===== config.mk =====
export PLATFORM = sky130hd
export DESIGN_NAME = nic_pwr_seq_ctrl
export DESIGN_NICKNAME = d
export VERILOG_FILES = /design/src/rtl/nic_pwr_seq_ctrl.sv
export SDC_FILE = /design/constraint.sdc
export NUM_CORES = 1
export LEC_CHECK = 0
export CAP_MARGIN = 30
export CORE_ASPECT_RATIO = 2
export CORE_UTILIZATION = 50
export CTS_BUF_LIST = sky130_fd_sc_hd__clkbuf_2 sky130_fd_sc_hd__clkbuf_4 sky130_fd_sc_hd__clkbuf_8
export DETAILED_ROUTE_END_ITERATION = 6
export GPL_TIMING_DRIVEN = 0
export HOLD_SLACK_MARGIN = 0.12
export PLACE_DENSITY = 0.81
export SETUP_SLACK_MARGIN = 0.05
export SLEW_MARGIN = 20
export SYNTH_ARGS = -nofsm -noshare
export SYNTH_HDL_FRONTEND = slang
export SYNTH_SLANG_ARGS = --single-unit

===== constraint.sdc =====
create_clock -name clk_in -period 5.6 [get_ports clk_in]
set_input_delay 1.12 -clock clk_in [delete_from_list [all_inputs] [get_ports clk_in]]
set_output_delay 1.12 -clock clk_in [all_outputs]
set_load 0.01 [all_outputs]

===== src/rtl/nic_pwr_seq_ctrl.sv =====
// OCP NIC3 multi-rail power sequencer: ordered rail enable with per-step PG
// gating and delays, reverse-order power-down, PERST_N release and fault latch.
module nic_pwr_seq_ctrl #(
    parameter int NUM_RAILS  = 4,
    parameter int DLY_W      = 16,
    parameter int PG_TIMEOUT = 16'd1000
) (
    input  logic                       clk_in,
    input  logic                       iRst_n,
    input  logic                       iPwr_req,
    input  logic [NUM_RAILS-1:0]       iRail_pg,
    input  logic [NUM_RAILS*DLY_W-1:0] iStep_dly,
    output logic [NUM_RAILS-1:0]       oRail_en,
    output logic                       oPerst_n,
    output logic                       oSeq_done,
    output logic                       oFault,
    output logic [2:0]                 oState
);
    localparam int              KW      = $clog2(NUM_RAILS);
    localparam logic [KW-1:0]   K_LAST  = KW'(NUM_RAILS - 1);
    localparam logic [DLY_W-1:0] TO_LAST = DLY_W'(PG_TIMEOUT - 1);

    typedef enum logic [2:0] {
        IDLE    = 3'd0,
        PU_WAIT = 3'd1,
        PU_DLY  = 3'd2,
        ON      = 3'd3,
        PD      = 3'd4,
        FAULT   = 3'd5
    } state_t;

    state_t               state_q, state_d;
    logic [KW-1:0]        k_q, k_d, k_inc;
    logic [DLY_W-1:0]     cnt_q, cnt_d, step_dly;
    logic [NUM_RAILS-1:0] en_q, en_d;
    logic                 perst_q, perst_d, done_q, done_d, fault_q, fault_d;
    logic                 below_bad, upto_bad, enter_fault;

    function automatic logic [DLY_W-1:0] sat_inc(input logic [DLY_W-1:0] c);
        return (&c) ? c : c + 1'b1;
    endfunction

    assign step_dly = iStep_dly[k_q*DLY_W +: DLY_W];
    assign k_inc    = k_q + 1'b1;

    // Lower-rail PG health: strictly below k while waiting, up to k once k is good.
    always_comb begin
        below_bad = 1'b0;
        upto_bad  = 1'b0;
        for (int j = 0; j < NUM_RAILS; j++) begin
            if ((KW'(j) <  k_q) && !iRail_pg[j]) below_bad = 1'b1;
            if ((KW'(j) <= k_q) && !iRail_pg[j]) upto_bad  = 1'b1;
        end
    end

    always_comb begin
        state_d     = state_q;
        k_d         = k_q;
        cnt_d       = cnt_q;
        en_d        = en_q;
        perst_d     = perst_q;
        done_d      = done_q;
        fault_d     = fault_q;
        enter_fault = 1'b0;
        case (state_q)
            IDLE: begin
                en_d = '0;
                if (iPwr_req) begin
                    state_d = PU_WAIT;
                    k_d     = '0;
                    cnt_d   = '0;
                    en_d    = NUM_RAILS'(1);
                end
            end
            PU_WAIT: begin
                if (below_bad) begin
                    enter_fault = 1'b1;
                end else if (!iPwr_req) begin
                    state_d = PD;
                    cnt_d   = '0;
                    perst_d = 1'b0;
                end else if (iRail_pg[k_q]) begin
                    state_d = PU_DLY;
                    cnt_d   = '0;
                end else if (cnt_q == TO_LAST) begin
                    enter_fault = 1'b1;
                end else begin
                    cnt_d = sat_inc(cnt_q);
                end
            end
            PU_DLY: begin
                if (upto_bad) begin
                    enter_fault = 1'b1;
                end else if (!iPwr_req) begin
                    state_d = PD;
                    cnt_d   = '0;
                    perst_d = 1'b0;
                end else if (cnt_q >= step_dly) begin
                    if (k_q == K_LAST) begin
                        state_d = ON;
                        perst_d = 1'b1;
                        done_d  = 1'b1;
                    end else begin
                        state_d     = PU_WAIT;
                        k_d         = k_inc;
                        en_d[k_inc] = 1'b1;
                        cnt_d       = '0;
                    end
                end else begin
                    cnt_d = sat_inc(cnt_q);
                end
            end
            ON: begin
                if (!(&iRail_pg)) begin
                    enter_fault = 1'b1;
                end else if (!iPwr_req) begin
                    state_d = PD;
                    k_d     = K_LAST;
                    cnt_d   = '0;
                    perst_d = 1'b0;
                    done_d  = 1'b0;
                end
            end
            PD: begin
                if (cnt_q >= step_dly) begin
                    en_d[k_q] = 1'b0;
                    cnt_d     = '0;
                    if (k_q == '0) state_d = IDLE;
                    else           k_d     = k_q - 1'b1;
                end else begin
                    cnt_d = sat_inc(cnt_q);
                end
            end
            FAULT: begin
                if (!iPwr_req) begin
                    state_d = IDLE;
                    fault_d = 1'b0;
                    cnt_d   = '0;
                end
            end
            default: state_d = IDLE;
        endcase
        // Fault wins over every other transition chosen above.
        if (enter_fault) begin
            state_d = FAULT;
            en_d    = '0;
            perst_d = 1'b0;
            done_d  = 1'b0;
            fault_d = 1'b1;
        end
    end

    always_ff @(posedge clk_in or negedge iRst_n) begin
        if (!iRst_n) begin
            state_q <= IDLE;
            k_q     <= '0;
            cnt_q   <= '0;
            en_q    <= '0;
            perst_q <= 1'b0;
            done_q  <= 1'b0;
            fault_q <= 1'b0;
        end else begin
            state_q <= state_d;
            k_q     <= k_d;
            cnt_q   <= cnt_d;
            en_q    <= en_d;
            perst_q <= perst_d;
            done_q  <= done_d;
            fault_q <= fault_d;
        end
    end

    assign oRail_en  = en_q;
    assign oPerst_n  = perst_q;
    assign oSeq_done = done_q;
    assign oFault    = fault_q;
    assign oState    = state_q;

endmodule

# After elaboration in Yosys (flattened, before gate mapping)
# Cells that the tools add are included.
# totals
regBits,28
inputBits,71
out_inout_bits,10
elab_cells,178
# op_classes
add_sub_neg,3
order_cmp,13
eq_ne,35
shift,1
muxes,85
n_bitwise,3
n_reduce_logical,31
# op_table
operator,n
$mux 16,13
$pmux 16 s6,1
$shiftx 64x7->16,1
$mux 3,13
$ne 3x3->1 const B,12
$mux 1,33
$mux 4,6
$mux 2,10
$ne 2x2->1 const B,10
$ne 4x4->1 const B,5
$reduce_and 10->1,2
$pmux 3 s6,1
$add 16x1->16 const B,1
$eq 16x10->1 const B,1
$ge 16x16->1,1
$reduce_and 16->1,1
$reduce_and 7->1,2
$pmux 4 s3,1
$reduce_and 6->1,2
$reduce_bool 4->1,3
$logic_and 1x1->1,10
$pmux 2 s4,1
$eq 3x2->1 const B,2
$eq 3x3->1 const B,2
26 further kinds,37

# Depth between registers and ports, before layout
# Gate-level depths: netlist (run 1).
# logic_depth
depth_word,12
ltp_mapped,13
ltp_nobuf,10

# Worst setup path before layout (run 1)
# No wires, ideal clock.
# synth_timing
kind,register to register
from,reg k_q[0]
to,reg cnt_q[0]
setup_time_ns,0.121
arrival_ns,3.572
t_required_ns,5.479
setup_slack_ns,1.907
path_stages_with_launch,14
n_path_buf,3
synth_period_minus_slack_ns,3.693
path_cell_list,dfrtp_1 > buf_6 > buf_1 > mux4_2 > inv_1 > ha_1 > nor2b_1 > o211a_1 > o31ai_1 > o211ai_1 > a211oi_2 > nor2b_1 > buf_2 > nor2_1
# synth_via
elab_chain_len,8
word_cells_on_any_way,42
cone_classes,9 x order compare; 5 x eq/ne; 1 x shift; 18 x mux; 9 x reduce/logical
# synth_rtl
element,line_no,source
from (decl),33,"logic [KW-1:0] k_q, k_d, k_inc;"
from (signal assigned),164,k_q <= k_d;
branches (longest 8 deep; another with $ge 16x16->1),n/a,
to (signal assigned),165,cnt_q <= cnt_d;
to (decl),34,"logic [DLY_W-1:0] cnt_q, cnt_d, step_dly;"
# Parallel ways; which one is timed is not known. The select of a mux whose other input is x is not followed.
# A chain may end at the register's enable or synchronous reset.

# Final worst setup path (run 1)
# layout_timing
from,reg k_q[0]
to,reg cnt_q[5]
# Same word-level chain as after synthesis.

==> results of run 1 <==
==> sequential cells by signal, summed over array words and instances, names as in the netlist <==
signal,count
cnt_q,16
oFault,1
oState,3
oPerst_n,1
oSeq_done,1
k_q,2
oRail_en,4
==> cells in the final DEF, fill, tap and decap left out, types with 2 or more instances in the layout <==
cell type        netlist  final
or4_1                  6      6
nor4_1                 3      3
nand2_1               24     24
o211ai_1               2      2
o31ai_1                7      7
and3_1                 5      5
a211oi_1               2      2
clkbuf_2               2      2
a211o_1                2      2
clkbuf_8               0      3
or3_1                  7      7
nor2b_1                4      4
clkdlybuf4s50_1        0     79
dfrtp_1               28     28
ha_1                  25     25
mux4_2                17     17
a22oi_1                4      4
a31oi_1                9      9
o21ai_0               16     16
nor3_1                 5      5
and2_1                 3      3
a21o_1                 2      2
nand4_1                6      6
nand2b_1               6      6
nor2_1                16     16
a21oi_1               32     32
clkbuf_1               5      5
nand3_1               12     12
inv_1                 21     21
buf_2                  3      4
xnor2_1                2      2
a311oi_1               2      2
buf_6                  2      2
nand3b_1               5      5
==> area by class of cell <==
type | instances | area share
well taps | 58 | 0.0197
flip-flops and latches | 28 | 0.190
repair buffers | 80 | 0.216
clock buffers | 3 | 0.0112
inverters | 21 | 0.0214
plain buffers | 13 | 0.0190
multi-input cells | 243 | 0.515
clock inverters | 1 | 0.00814
==> worst paths after layout <==
kind | from | endpoint | slack [ns] | cells after the start
worst max-delay path | k_q[0] | cnt_q[5] | 1.21 | 13
max in group asynchronous | iRst_n | oRail_en[1] | 4.33 | 1
worst min-delay path | oFault | oFault | 0.53 | 2
worst max register to register | k_q[0] | cnt_q[5] | 1.21 | 13
worst min register to register | oFault | oFault | 0.53 | 2
min in group asynchronous | iRst_n | cnt_q[4] | 0.85 | 1
==> cell families after synthesis <==
| group | after synthesis |
|---|---|
| simple gates | 107 |
| flops | 28 |
| mux | 18 |
| xor+xnor | 2 |
| buf+inv | 34 |
| compound gates | 91 |
| fa+ha+maj | 25 |
==> worst register-to-register path, stage by stage, from the launching register on <==
cell,delay (ns)
dfrtp_1,0.46
buf_6,0.21
buf_1,0.58
mux4_2,0.61
inv_1,0.07
ha_1,0.23
nor2b_1,0.14
o211a_1,0.20
o31ai_1,0.25
o211ai_1,0.30
a211oi_2,0.53
nor2b_1,0.35
buf_2,0.29
a21oi_1,0.08
==> routing by layer <==
metal	wire [um]	GRT usage	vias up
met5	0	0	-
met4	410	0.165	0
met3	302	0.0340	36
met2	5110	0.592	109
met1	2970	0.341	1411
li1	-	-	1341
==> power breakdown <==
part           switching, mW  leakage, nW  internal [mW]
registers             0.0544        0.374          0.246
clock network         0.0693       0.0357         0.0960
logic                  0.524         1.12          0.415
total                  0.647         1.53          0.757
==> stage by stage <==
stage,hold slack (ns),util,setup slack [ns],cells,power (mW)
6_report,0.527,0.705,1.21,447,1.40
5_1_grt,0.570,0.705,0.857,447,1.51
4_1_cts,0.530,0.705,1.18,447,1.40
3_5_place_dp,0.503,0.691,1.07,443,1.23
3_3_place_gp,0.504,0.692,1.10,443,1.20
2_1_floorplan,0.540,-,1.91,305,0.936
==> metrics.md, run 1 <==
| Metric | Value |
|---|---|
| Top cell type by total area after synthesis | `dfrtp_1` |
| CP max FO | `10` |
| Initial DRC Count | `109` |
| RSZ-0062 raised after global routing | `false` |
| Final instance area | `3690 sq um` |
| Placed Instance Area | `3620 sq um` |
| Multi-input logic area | `1900 sq um` |
| DRT Pass-1 Iters | `5` |
| Worst Max-Slew Pin Slew | `0.724 ns` |
| Layout net count | `486` |
| Crit-path cells | `buf_6, buf_1, mux4_2, inv_1, ha_1, nor2b_1, o211a_1, o31ai_1, o211ai_1, a211oi_2, nor2b_1, buf_2, a21oi_1` |
| PwrDens | `381 nW/um^2` |
| Vias in the first global route | `2988` |
| Mux contribution to synthesized area | `0.143` |
| Cell mode on critical path | `nor2b_1` |
| Final setup violation count | `0` |
| FF/Latch Area | `701 sq um` |
| Syn. warnings | `0` |
| DRC Markers | `0` |
| I/O Buffers | `80` |
| Startpoint type of the worst setup path | `flop` |
| Post-Route WL | `8790 um` |
| Critical path class | `reg -> reg` |
| Worst-Skew Late Latency | `0.29 ns` |
| Antenna Cells | `0` |
| Status | `completed` |
| DIE HEIGHT | `107 um` |
| Rows | `37` |
| Most numerous cell in the Yosys netlist | `a21oi_1` |
| Post-DRT Antenna Nets | `0` |
| Cell Area, Synth | `2750 sq um` |
| IO Count | `81` |
| Critical path data required time | `5.77 ns` |
| CTS max path bufs | `2` |
| Mapped Nets | `401` |
| Post-Synth Simple-Gate Area | `0.211` |
| Worst EP arrival | `4.56 ns` |
| Largest net degree at the start of global routing | `29` |
| Cell family with most CP delay | `compound AO/OA/AOI/OAI gates` |
| Layout Area Growth over Synthesis | `34.2%` |
| Async SR Flop Fraction | `1.00` |
| Max Fclk | `228 MHz` |
| TritonCTS clock tree | `yes` |
| Slowest CP cell | `mux4_2` |
| Number of synthesized flops with an enable pin | `0` |
| Layout cells sized above 1 | `0.0925` |
| CP max stage delay | `0.60 ns` |
| Drt via density | `6.48` |
| Worst-path clk slew | `0.10 ns` |
| Die area | `5820 sq um` |
| Max-slew violation count | `0` |
| Most used flip-flop cell after synthesis | `dfrtp_1` |
| Die width | `54.4 um` |
| First-pass GRT wire length | `13900 um` |
| Synth Area in Compound Gates | `0.217` |
| Post-synth top cells | `32 x a21oi_1, 28 x dfrtp_1, 25 x ha_1, 24 x nand2_1, 21 x inv_1` |
| Crit end category | `flop` |
| CTS Sinks | `28` |
| Leak Pwr | `1.53 nW` |
| Total track usage | `0.326` |
| Starting Density | `0.525` |
| Initial antenna violation count | `0` |
| Mapped Cells | `305` |
| # H-tree levels | `1` |
| Netlist cell types | `52` |
| Tcrit/Tclk final | `0.784` |
| Fillers | `434` |
| Final Hold Viols | `0` |
| Layout Skew | `0.00498 ns` |
| Post-CTS Repair Setup Buffers | `0` |
| DP HPWL | `7080 um` |
| Slew headroom | `0.517` |
| Setup TNS | `0 ns` |
| Core Area | `5230 sq um` |
| Max-cap violations | `0` |
| CP Buf/Inv Count | `4` |
| WL per Instance | `19.7 um` |
| Share of the yosys chip area belonging to registers | `0.255` |
| CTS hold repair buffers | `0` |
| Largest family of logic cells by synthesized area | `compound AO/OA/AOI/OAI gates` |
| Dominant cells by area after synthesis | `dfrtp_1 25%, mux4_2 14%, ha_1 11%, a21oi_1 5.8%, nand2_1 3.3%` |
| Share of the synthesized area in the top cell type | `0.255` |
| CTS resizes | `0` |
| Tmin final | `4.39 ns` |
| Adder-cell area share of the yosys netlist | `0.114` |
| Gr ovfl total | `0` |
| Hold Path Class | `reg -> reg` |
| GP Congestion | `0.922` |
| #FFs+latches synth | `28` |
| Post-Synth XOR/XNOR Area | `0.00637` |
| Synth Area per Inst | `9.01 sq um` |
| Root Driver | `clkbuf_8` |
| Worst VDD drop | `305 uV` |
| Vias | `2897` |
| Num CTS Buffers | `3` |
Power figures use the tool's default switching activity.
==> run 2, diff against run 1 <==
Settings changed: CORE_UTILIZATION 50 to 45, PLACE_DENSITY 0.81 to 0.77.
Clock period 5.6 ns to 4 ns, I/O delays scaled along.
==> run 2 against run 1 <==
The flow now finishes with violations (DRC); non-clock buffer count increased by 3; flip-flop and latch count unchanged; routed wire length decreased by 0.77%; via count shrank 0.35%; hold slack improved by 0.0062 ns; core utilization shrank 7.8 points; sequential power grew 39%.
==> metrics.md, run 2 (synthesis results as in run 1) <==
| Metric | Value |
|---|---|
| P_sw | `908 uW` |
| Vias | `2887` |
| Max-cap violations | `0` |
| Leak Pwr | `1.55 nW` |
| Switch share | `0.457` |
| Overall Power | `1.99 mW` |
| Post-DRT Antenna Nets | `0` |
| Final setup violation count | `0` |
| Reg2Reg Depth | `13` |
| Max-slew violation count | `0` |
| CP max stage delay | `0.50 ns` |
| Die area | `6440 sq um` |
| Most frequent cells in the layout | `79 x clkdlybuf4s50_1, 32 x a21oi_1, 28 x dfrtp_1` |
| Tmin final | `3.76 ns` |
| Worst-Skew Late Latency | `0.28 ns` |
| Largest Register | `cnt_q` |
| IO Count | `81` |
| Dpl cells | `448` |
| Max FFs per register | `16` |
| Worst Max-Slew Pin Slew | `0.674 ns` |
| PwrDens | `532 nW/um^2` |
| Startpoint type of the worst setup path | `flop` |
| Worst Setup Slack, final | `0.241 ns` |
| Worst-path clk slew | `0.10 ns` |
| Drt via density | `6.35` |
| Setup Slack @ Placement | `-0.377 ns` |
| Total track usage | `0.275` |
| Initial DRC Count | `198` |
| DIE HEIGHT | `113 um` |
| Post-Route WL | `8720 um` |
| DRT Pass-1 Iters | `6` |
| TritonCTS clock tree | `yes` |
| Critical path class | `reg -> reg` |
| Layout net count | `489` |
| Reg power frac | `0.210` |
| Critical path data required time | `4.21 ns` |
| Status | `finished with violations` |
| Crit end category | `flop` |
| Num CTS Buffers | `3` |
| # H-tree levels | `1` |
| Root Driver | `clkbuf_8` |
| Initial antenna violation count | `0` |
| WL per Instance | `19.2 um` |
| Starting Density | `0.462` |
| Max Fclk | `266 MHz` |
| Tcrit/Tclk final | `0.940` |
| DRC Markers | `4` |
| Worst VDD drop | `411 uV` |
| GP Congestion | `0.942` |
| Core Area | `5960 sq um` |
| Layout Area Growth over Synthesis | `35.8%` |
| RSZ-0062 raised after global routing | `false` |
| Largest net degree at the start of global routing | `29` |
| Hold Path Class | `reg -> reg` |
| Fin cells | `455` |
| CTS Sinks | `28` |
| Clock share of power | `0.116` |
| CP max FO | `10` |
| Hold path cells | `2` |
| Final Hold Viols | `0` |
| I/O Buffers | `80` |
| Fillers | `511` |
| DP HPWL | `6980 um` |
| Layout cells sized above 1 | `0.105` |
| Die width | `57.3 um` |
| Slew headroom | `0.551` |
| Gate power share | `0.674` |
| Vias in the first global route | `3014` |
| CTS max path bufs | `2` |
| Most common cell after layout, fill and taps aside | `clkdlybuf4s50_1` |
| Crit-path cells | `buf_6, clkbuf_1, mux4_2, inv_1, ha_1, nor2b_1, o211a_1, o31ai_1, o211ai_1, buf_4, a211o_1, or4_1, a21oi_1` |
| Layout Skew | `0.00353 ns` |
| First-pass GRT wire length | `13700 um` |
| Setup TNS | `0 ns` |
| Gr ovfl total | `0` |
| Slowest CP cell | `or4_1` |
| Cell Int Power | `1.08 mW` |
| Antenna Cells | `0` |
| Worst EP arrival | `3.97 ns` |
| Rows | `40` |
| Violated checks | `DRC` |
-- run 2: changes by cell type in the layout (fill, tap and decap cells not counted), sizes merged --
cell	before	now
buf	7	10
-- run 2: what timing repair did --
| action | 4_1_cts | 5_1_grt |
|---|---|---|
| hold buffers | 0 | 0 |
| setup buffers | 3 | 0 |
| endpoints found under the setup margin | 24 | 16 |
| resized for setup | 2 | 3 |
| pin swaps | 2 | 0 |
| endpoints found under the hold margin | 0 | 0 |
-- run 2: metrics by stage --
stage          hold slack [ns]  utilization  area (sq um)
6_report                 0.534        0.627          3730
3_5_place_dp             0.510        0.608          3620
4_1_cts                  0.535        0.626          3730
5_1_grt                  0.576        0.627          3730
2_1_floorplan            0.504            -          2750
3_3_place_gp             0.505        0.609          3630
-- run 2: worst paths after layout --
path | slack, ns | to | start
worst max-delay path | 0.24 | cnt_q[11] | k_q[1]
worst min-delay path | 0.53 | oFault | oFault
worst min register to register | 0.53 | oFault | oFault
worst max register to register | 0.24 | cnt_q[11] | k_q[1]
min in group asynchronous | 0.54 | oState[2] | iRst_n
max in group asynchronous | 3.03 | cnt_q[1] | iRst_n
-- run 2: power by group through the flow --
stage          registers [mW]  clock network, mW  logic [mW]
6_report                0.418              0.230        1.34
4_1_cts                 0.415              0.235        1.33
5_1_grt                 0.424              0.243        1.47
3_5_place_dp            0.420                  0        1.30
3_3_place_gp            0.419                  0        1.27
2_1_floorplan           0.418                  0       0.892
-- run 2: worst max-delay path: cells and delay by family, from the launching register on --
kind / cells / cell delay, ns
compound gates: 5 / 1.09
mux: 1 / 0.38
buf+inv: 4 / 0.87
simple gates: 2 / 0.64
flops: 1 / 0.48
fa+ha+maj: 1 / 0.23
-- run 2: layout make-up --
class                           count  area (sq um)  area share
Sequential cell                    28           701       0.188
Clock inverter                      1          30.0     0.00804
Clock buffer                        3          41.3      0.0111
Inverter                           21          78.8      0.0211
Multi-Input combinational cell    243          1910       0.512
Timing Repair Buffer               83           818       0.219
Tap cell                           63          78.8      0.0211
Buffer                             13          73.8      0.0198
-- run 2: per-layer routing --
layer	share of wire	GRT usage	wire, um	vias up
met5	0	0	0	-
met4	0.040	0.135	350	0
met3	0.027	0.0196	237	35
met2	0.59	0.546	5140	98
met1	0.34	0.270	3000	1409
li1	-	-	-	1345
